## src/rtl/traffic_ctrl_param_pkg.sv

```systemverilog
// traffic_pkg: shared definitions for the two-road intersection controller.
//   - State encoding localparams and the FSM state enum.
//   - Lamp codes (one-hot: green/yellow/red).
//   - lamps(): maps a state to its {main, cross} lamp pair.
// Optional feature macro: TRAFFIC_ALLRED_EN adds the ALLRED_A/ALLRED_B
// clearance states. Without it, those encodings are illegal.
package traffic_pkg;

  localparam logic [2:0] ST_MAIN_G   = 3'd0;
  localparam logic [2:0] ST_MAIN_Y   = 3'd1;
  localparam logic [2:0] ST_ALLRED_A = 3'd2;
  localparam logic [2:0] ST_CROSS_G  = 3'd3;
  localparam logic [2:0] ST_CROSS_Y  = 3'd4;
  localparam logic [2:0] ST_ALLRED_B = 3'd5;

  localparam logic [2:0] LT_GREEN  = 3'b001;
  localparam logic [2:0] LT_YELLOW = 3'b010;
  localparam logic [2:0] LT_RED    = 3'b100;

  typedef enum logic [2:0] {
    MAIN_G   = ST_MAIN_G,
    MAIN_Y   = ST_MAIN_Y,
`ifdef TRAFFIC_ALLRED_EN
    ALLRED_A = ST_ALLRED_A,
    ALLRED_B = ST_ALLRED_B,
`endif
    CROSS_G  = ST_CROSS_G,
    CROSS_Y  = ST_CROSS_Y
  } state_t;

  // Returns {main_lamps, cross_lamps}. Anything unrecognised shows red on
  // both roads, which is the safe display.
  function automatic logic [5:0] lamps(input state_t s);
    logic [5:0] l;
    l = {LT_RED, LT_RED};
    case (s)
      MAIN_G:   l = {LT_GREEN,  LT_RED};
      MAIN_Y:   l = {LT_YELLOW, LT_RED};
      CROSS_G:  l = {LT_RED,    LT_GREEN};
      CROSS_Y:  l = {LT_RED,    LT_YELLOW};
`ifdef TRAFFIC_ALLRED_EN
      ALLRED_A: l = {LT_RED,    LT_RED};
      ALLRED_B: l = {LT_RED,    LT_RED};
`endif
      default:  l = {LT_RED,    LT_RED};
    endcase
    return l;
  endfunction

endpackage

```

## src/rtl/traffic_ctrl_param_if.sv

```systemverilog
// traffic_ctrl_param_if: strobe/demand inputs and lamp/status outputs of
// the intersection controller.
//   iTick       one-cycle timing strobe
//   iCrossReq   cross-road demand (level or pulse)
//   main_st     main-road lamps, one-hot
//   cross_st    cross-road lamps, one-hot
//   oReqPending latched cross request not yet served
// Modports: master = environment driving the controller, slave = controller.
interface traffic_ctrl_param_if;
  logic       iTick;
  logic       iCrossReq;
  logic [2:0] main_st;
  logic [2:0] cross_st;
  logic       oReqPending;

  modport master (
    output iTick, iCrossReq,
    input  main_st, cross_st, oReqPending
  );

  modport slave (
    input  iTick, iCrossReq,
    output main_st, cross_st, oReqPending
  );
endinterface

```

## src/rtl/traffic_ctrl_param_phase_timer.sv

```systemverilog
// phase_timer: CNT_W-bit loadable down counter used as the phase timer.
//   clk, rst_n  clock and asynchronous active-low reset (loads RESET_VAL)
//   load        load load_val this cycle (overrides tick)
//   load_val    value loaded on load
//   tick        decrement strobe; counter holds at zero
//   zero        counter currently equals zero
module phase_timer #(
  parameter int              CNT_W     = 8,
  parameter logic [CNT_W-1:0] RESET_VAL = '0
) (
  input  logic             clk,
  input  logic             rst_n,
  input  logic             load,
  input  logic [CNT_W-1:0] load_val,
  input  logic             tick,
  output logic             zero
);

  logic [CNT_W-1:0] count_reg;
  logic [CNT_W-1:0] count_next;

  always_comb begin
    count_next = count_reg;
    if (load) begin
      count_next = load_val;
    end else if (tick && (count_reg != '0)) begin
      count_next = count_reg - CNT_W'(1);
    end
  end

  always_ff @(posedge clk or negedge rst_n) begin
    if (!rst_n) begin
      count_reg <= RESET_VAL;
    end else begin
      count_reg <= count_next;
    end
  end

  assign zero = (count_reg == '0);

endmodule

```

## src/rtl/traffic_ctrl_param.sv

```systemverilog
// traffic_ctrl_param: two-road intersection controller. Phase durations
// are counted in iTick strobes; the cross road is served only on a latched
// request; main green is a minimum and holds until a request is pending.
//   iClk   clock, rising edge
//   iRstN  asynchronous active-low reset
//   bus    traffic_ctrl_param_if.slave (iTick, iCrossReq in;
//          main_st, cross_st, oReqPending out, all registered)
// Optional feature macro: TRAFFIC_ALLRED_EN inserts all-red clearance
// phases (ALLRED_TICKS long) after each yellow.
module traffic_ctrl_param
  import traffic_pkg::*;
#(
  parameter int MAIN_G_TICKS  = 15,
  parameter int YEL_TICKS     = 3,
  parameter int CROSS_G_TICKS = 10,
  parameter int ALLRED_TICKS  = 1,
  parameter int CNT_W         = 8
) (
  input  logic                 iClk,
  input  logic                 iRstN,
  traffic_ctrl_param_if.slave  bus
);

  // Every duration must be at least one tick and D-1 must fit in CNT_W;
  // a bad configuration stops elaboration instead of truncating.
  localparam longint CAP = longint'(1) << CNT_W;
  localparam int DUR_CHK [4] = '{MAIN_G_TICKS, YEL_TICKS, CROSS_G_TICKS, ALLRED_TICKS};

  if (CNT_W < 1 || CNT_W > 32) begin : g_bad_width
    $error("traffic_ctrl_param: CNT_W=%0d out of range", CNT_W);
  end

  for (genvar gi = 0; gi < 4; gi++) begin : g_dur_chk
    if (DUR_CHK[gi] < 1 || longint'(DUR_CHK[gi]) > CAP) begin : g_bad
      $error("traffic_ctrl_param: duration %0d (=%0d) is zero or does not fit CNT_W",
             gi, DUR_CHK[gi]);
    end
  end

  localparam logic [CNT_W-1:0] MAIN_LD  = CNT_W'(MAIN_G_TICKS - 1);
  localparam logic [CNT_W-1:0] YEL_LD   = CNT_W'(YEL_TICKS - 1);
  localparam logic [CNT_W-1:0] CROSS_LD = CNT_W'(CROSS_G_TICKS - 1);
`ifdef TRAFFIC_ALLRED_EN
  localparam logic [CNT_W-1:0] ALLRED_LD = CNT_W'(ALLRED_TICKS - 1);
`endif

  state_t           state_reg;
  state_t           state_next;
  logic [2:0]       main_reg;
  logic [2:0]       main_next;
  logic [2:0]       cross_reg;
  logic [2:0]       cross_next;
  logic             req_reg;
  logic             req_next;
  logic             load;
  logic [CNT_W-1:0] load_val;
  logic             timer_zero;
  logic             expire;
  logic             enter_cross;

  phase_timer #(
    .CNT_W     (CNT_W),
    .RESET_VAL (MAIN_LD)
  ) u_timer (
    .clk      (iClk),
    .rst_n    (iRstN),
    .load     (load),
    .load_val (load_val),
    .tick     (bus.iTick),
    .zero     (timer_zero)
  );

  assign expire = bus.iTick & timer_zero;

  // Next-state: every transition reloads the timer with the new phase's
  // duration minus one. MAIN_G with no request just sits at zero.
  always_comb begin
    state_next = state_reg;
    load       = 1'b0;
    load_val   = MAIN_LD;
    case (state_reg)
      MAIN_G: begin
        if (expire && req_reg) begin
          state_next = MAIN_Y;
          load       = 1'b1;
          load_val   = YEL_LD;
        end
      end
      MAIN_Y: begin
        if (expire) begin
`ifdef TRAFFIC_ALLRED_EN
          state_next = ALLRED_A;
          load_val   = ALLRED_LD;
`else
          state_next = CROSS_G;
          load_val   = CROSS_LD;
`endif
          load       = 1'b1;
        end
      end
`ifdef TRAFFIC_ALLRED_EN
      ALLRED_A: begin
        if (expire) begin
          state_next = CROSS_G;
          load       = 1'b1;
          load_val   = CROSS_LD;
        end
      end
`endif
      CROSS_G: begin
        if (expire) begin
          state_next = CROSS_Y;
          load       = 1'b1;
          load_val   = YEL_LD;
        end
      end
      CROSS_Y: begin
        if (expire) begin
`ifdef TRAFFIC_ALLRED_EN
          state_next = ALLRED_B;
          load_val   = ALLRED_LD;
`else
          state_next = MAIN_G;
          load_val   = MAIN_LD;
`endif
          load       = 1'b1;
        end
      end
`ifdef TRAFFIC_ALLRED_EN
      ALLRED_B: begin
        if (expire) begin
          state_next = MAIN_G;
          load       = 1'b1;
          load_val   = MAIN_LD;
        end
      end
`endif
      default: begin
        state_next = MAIN_G;
        load       = 1'b1;
        load_val   = MAIN_LD;
      end
    endcase
  end

  // Lamps are registered from the next state so they change with it.
  assign {main_next, cross_next} = lamps(state_next);

  // A new demand on the CROSS_G entry edge survives the clear.
  assign enter_cross = (state_next == CROSS_G) && (state_reg != CROSS_G);
  assign req_next    = bus.iCrossReq | (req_reg & ~enter_cross);

  always_ff @(posedge iClk or negedge iRstN) begin
    if (!iRstN) begin
      state_reg <= MAIN_G;
      main_reg  <= LT_GREEN;
      cross_reg <= LT_RED;
      req_reg   <= 1'b0;
    end else begin
      state_reg <= state_next;
      main_reg  <= main_next;
      cross_reg <= cross_next;
      req_reg   <= req_next;
    end
  end

  assign bus.main_st     = main_reg;
  assign bus.cross_st    = cross_reg;
  assign bus.oReqPending = req_reg;

endmodule

```

## src/flat_wrapper.sv

```systemverilog
// flat-port wrapper written by rule: the top's interface ports become plain ports
module traffic_ctrl_param_flat import traffic_pkg::*;
#(
  parameter int MAIN_G_TICKS  = 15,
  parameter int YEL_TICKS     = 3,
  parameter int CROSS_G_TICKS = 10,
  parameter int ALLRED_TICKS  = 1,
  parameter int CNT_W         = 8
)
  (iClk, iRstN, bus_iTick, bus_iCrossReq, bus_main_st, bus_cross_st, bus_oReqPending);
  traffic_ctrl_param_if bus_i ();
  input  logic iClk;
  input  logic iRstN;
  input wire logic [$bits(bus_i.iTick)-1:0] bus_iTick;
  input wire logic [$bits(bus_i.iCrossReq)-1:0] bus_iCrossReq;
  output wire logic [$bits(bus_i.main_st)-1:0] bus_main_st;
  output wire logic [$bits(bus_i.cross_st)-1:0] bus_cross_st;
  output wire logic [$bits(bus_i.oReqPending)-1:0] bus_oReqPending;
  assign bus_i.iTick = bus_iTick;
  assign bus_i.iCrossReq = bus_iCrossReq;
  assign bus_main_st = bus_i.main_st;
  assign bus_cross_st = bus_i.cross_st;
  assign bus_oReqPending = bus_i.oReqPending;
  traffic_ctrl_param #(.MAIN_G_TICKS(MAIN_G_TICKS), .YEL_TICKS(YEL_TICKS), .CROSS_G_TICKS(CROSS_G_TICKS), .ALLRED_TICKS(ALLRED_TICKS), .CNT_W(CNT_W)) u_core (.iClk(iClk), .iRstN(iRstN), .bus(bus_i));
endmodule
```

## config.mk

```make
export PLATFORM = sky130hd
export DESIGN_NAME = traffic_ctrl_param_flat
export DESIGN_NICKNAME = d
export VERILOG_FILES = /design/src/rtl/traffic_ctrl_param_pkg.sv /design/src/rtl/traffic_ctrl_param_if.sv /design/src/rtl/traffic_ctrl_param_phase_timer.sv /design/src/rtl/traffic_ctrl_param.sv /design/src/flat_wrapper.sv
export SDC_FILE = /design/constraint.sdc
export NUM_CORES = 1
export LEC_CHECK = 0
export ABC_AREA = 0
export CAP_MARGIN = 10
export CORE_UTILIZATION = 54
export DETAILED_ROUTE_END_ITERATION = 8
export PLACE_DENSITY = 0.82
export SYNTH_ARGS = -nofsm -noshare
export SYNTH_HDL_FRONTEND = slang
export SYNTH_SLANG_ARGS = --single-unit
```

## constraint.sdc

```tcl
create_clock -name iClk -period 2.9 [get_ports iClk]
set_input_delay 0.725 -clock iClk [delete_from_list [all_inputs] [get_ports iClk]]
set_output_delay 0.725 -clock iClk [all_outputs]
set_load 0.005 [all_outputs]
```

==> run summary <==
The most used flip-flop cell after synthesis is sky130_fd_sc_hd__dfrtp_1. Across all layers, the routed design uses 725 vias. The routed wire length per instance works out to 13.0 um.

Power spread over the standard cell area amounts to 895 mW/mm^2. The number of pins exceeding their max-slew limit in the final report is 0. The remaining global-route overflow is 0, and the pin count of the biggest net entering global routing is 19. Synthesis inferred 18 register bits.

The number of synthesis warnings is 0, and the maximum operating frequency is 0.446 GHz. For the gate count of the mapped netlist, the log shows 97. The mean number of vias per cell came out at 5.53.

The tools report the number of antenna violations at the first check in global routing as 0. The cell sitting at the root of the clock tree is a sky130_fd_sc_hd__clkbuf_4. Wires add up to 1710 um. In this run the worst path has a maximum fanout of 13. For the net count after synthesis, the log shows 103.

Most common cell after layout, fill and taps aside: sky130_fd_sc_hd__dfrtp_1. The leakage power total was 0.491 nW. Kind of start point of the critical path: a flop. Clock latency on the worst-skew pair, taken at its later pin, is 0.29 ns.

The floorplan has 15 rows. The worst clock skew on the final layout was 0.00456 ns; the setup TNS was 0 ns. Summing all non-filler instances in the final layout gives an area of 0.00113 mm^2. The count of endpoints failing hold in the final timing report was 0; the number of max-capacitance violations reported was 0.

The share of flip-flops with an asynchronous set or reset after synthesis is 1.00, and the register clock-pin slew on the reported worst setup and hold paths is 0.10 ns. The die outline width is 44.7 um. The first-pass GRT wire length is 3020 um. For this block, the initial DRC count from the detailed router was 15. The clock period could shrink to 2.24 ns.

TritonCTS built the clock tree. At the pin with the least slew margin, the transition time is 0.776 ns. The floorplan step defined a core boundary enclosing 0.00173 mm^2. The run gives 0.869 as the placer's final routability congestion estimate.

The run gives 0.464 as the portion of the post-synthesis area used by sequential elements. For the total global routing track utilization, the log shows 0.208. After detailed routing, the number of remaining DRC violations is 0.

The number of distinct library cell variants in the gate-level netlist after synthesis came out at 40. In this run, synthesis inferred 0 flip-flops with an integrated enable. The flow ran to the end, and the final reports show no timing, DRC or antenna violations. STA classifies the critical path endpoint as a flop. During I/O placement, the number of pins put on the boundary was 11.

Setup violations remaining at the end of the flow were counted as 0. STA puts the critical path data arrival time at 2.45 ns. The required time of the worst setup path is 3.11 ns, and the number of flip-flops under the largest register name is 8. The worst slew margin relative to its limit is 0.481, and the worst ir drop on vdd is 0.538 mV. The tightest min-delay check is of the flop to flop type. No sink is reached through more buffers than the 2 on the longest clock path. The run gives 4 as the first-pass detailed-route iteration total.

Once placement finished, the instance area stood at 0.00109 mm^2. Post-CTS repair changed the size of 0 cells. CTS sink count: 18.

The initial cell density of the core came out at 0.570. Buffers inserted to repair hold after CTS numbered 0. The mean area per synthesized cell was 10.2 um^2; the fraction of layout instances using a drive strength above 1 was 0.179. The tools report the detailed placement HPWL as 1250 um. In the layout the commonest cells are sky130_fd_sc_hd__dfrtp_1, sky130_fd_sc_hd__nor2_1, sky130_fd_sc_hd__clkdlybuf4s50_1, sky130_fd_sc_hd__o21ai_0. Buffers placed on the I/O ports in this run total 10.

The share of the clock period used by the worst path was 0.773; the count of H-tree levels built during CTS was 1. 0 antenna diodes ended up in the layout. At the end of the flow, the number of nets in the layout was 113. The die covers 0.00200 mm^2. The tools report the number of CTS-inserted buffers as 3. The number of nets with antenna violations after routing was 0. The floorplan step set the die height to 44.7 um. Setup repair after global routing left no endpoint under its margin. In this run the post-CTS setup repair buffer count came out at 0.

The worst setup path is of the flop to flop kind. In this run the cell area of the synthesized design comes to 985 um^2. The synthesis-to-layout area growth was 14.6%. The number of global-route vias before repair was 672.
-- power by group --
part           switching, mW  internal [mW]
combinational          0.205          0.202
clock                 0.0742         0.0766
sequential            0.0894          0.363
-- metal layers --
layer / global-route usage / share of wire / wire length (um) / vias to the layer above
li1: - / - / - / 367
met2: 0.306 / 0.46 / 787 / 20
met5: 0 / 0 / 0 / -
met3: 0.0720 / 0.046 / 78 / 2
met4: 0.0545 / 0.0047 / 8 / 0
met1: 0.297 / 0.49 / 831 / 336
-- area by class of cell --
class / instances / area [um^2]
tap: 25 / 31.3
timing repair buffer: 11 / 108
clock buffer: 4 / 36.3
inverter: 5 / 18.8
multi-input combinational: 68 / 478
fill: 142 / 598
sequential: 18 / 457
-- metrics by stage --
| step | worst slack (ns) | hold slack, ns | total power, mW | util | std cells |
|---|---|---|---|---|---|
| 4_1_cts | 0.681 | 0.563 | 1.01 | 0.654 | 131 |
| 5_1_grt | 0.420 | 0.612 | 1.10 | 0.654 | 131 |
| 3_5_place_dp | 0.373 | 0.540 | 0.861 | 0.633 | 127 |
| 3_3_place_gp | 0.459 | 0.533 | 0.847 | 0.633 | 127 |
| 6_report | 0.657 | 0.555 | 1.01 | 0.654 | 131 |
| 2_1_floorplan | 0.871 | 0.429 | 0.730 | - | 97 |
-- cells in the mapped netlist (all sizes together), types with 2 or more instances --
cell	number	area share
clkbuf	3	0.011
inv	5	0.019
or3	2	0.013
nor3	2	0.022
a21oi	2	0.010
mux2	2	0.023
xor2	4	0.036
nor2b	3	0.019
mux2i	3	0.030
nand2	4	0.018
o211ai	2	0.015
dfstp	5	0.13
ha	2	0.025
o2111ai	2	0.018
dfrtp	13	0.33
o21ai	6	0.030
a31o	2	0.018
a21o	2	0.017
buf	3	0.020
xnor2	2	0.018
nor2	12	0.046
nand2b	2	0.013
nor4b	2	0.018
-- cells by family (layout without fill, tap and decap cells) --
family,Yosys count,count (layout),synth area share
xor+xnor,6,6,0.0534
mux,5,5,0.0534
flops,18,18,0.464
compound gates,23,23,0.170
simple gates,32,32,0.183
fa+ha+maj,2,2,0.0254
buf+inv,11,20,0.0508
-- critical path: stages, from the launching register on --
cell,delay [ns]
sky130_fd_sc_hd__dfrtp_1,0.42
sky130_fd_sc_hd__inv_1,0.11
sky130_fd_sc_hd__ha_1,0.14
sky130_fd_sc_hd__or3b_2,0.56
sky130_fd_sc_hd__nor3_4,0.45
sky130_fd_sc_hd__nor4b_1,0.19
sky130_fd_sc_hd__a311oi_1,0.29
-- path summary, 6_finish.rpt --
check                                         endpoint  slack, ns  cells past startpoint                        start
setup reg to reg                 u_core.bus.main_st[0]       0.66                      6  u_core.u_timer.count_reg[0]
max in group asynchronous       u_core.bus.oReqPending       1.54                      1                        iRstN
hold reg to reg            u_core.u_timer.count_reg[7]       0.56                      2  u_core.u_timer.count_reg[7]
setup / recovery                 u_core.bus.main_st[0]       0.66                      6  u_core.u_timer.count_reg[0]
hold / removal             u_core.u_timer.count_reg[7]       0.56                      2  u_core.u_timer.count_reg[7]
min in group asynchronous  u_core.u_timer.count_reg[7]       0.88                      1                        iRstN
(Power assumes the default switching activity.)
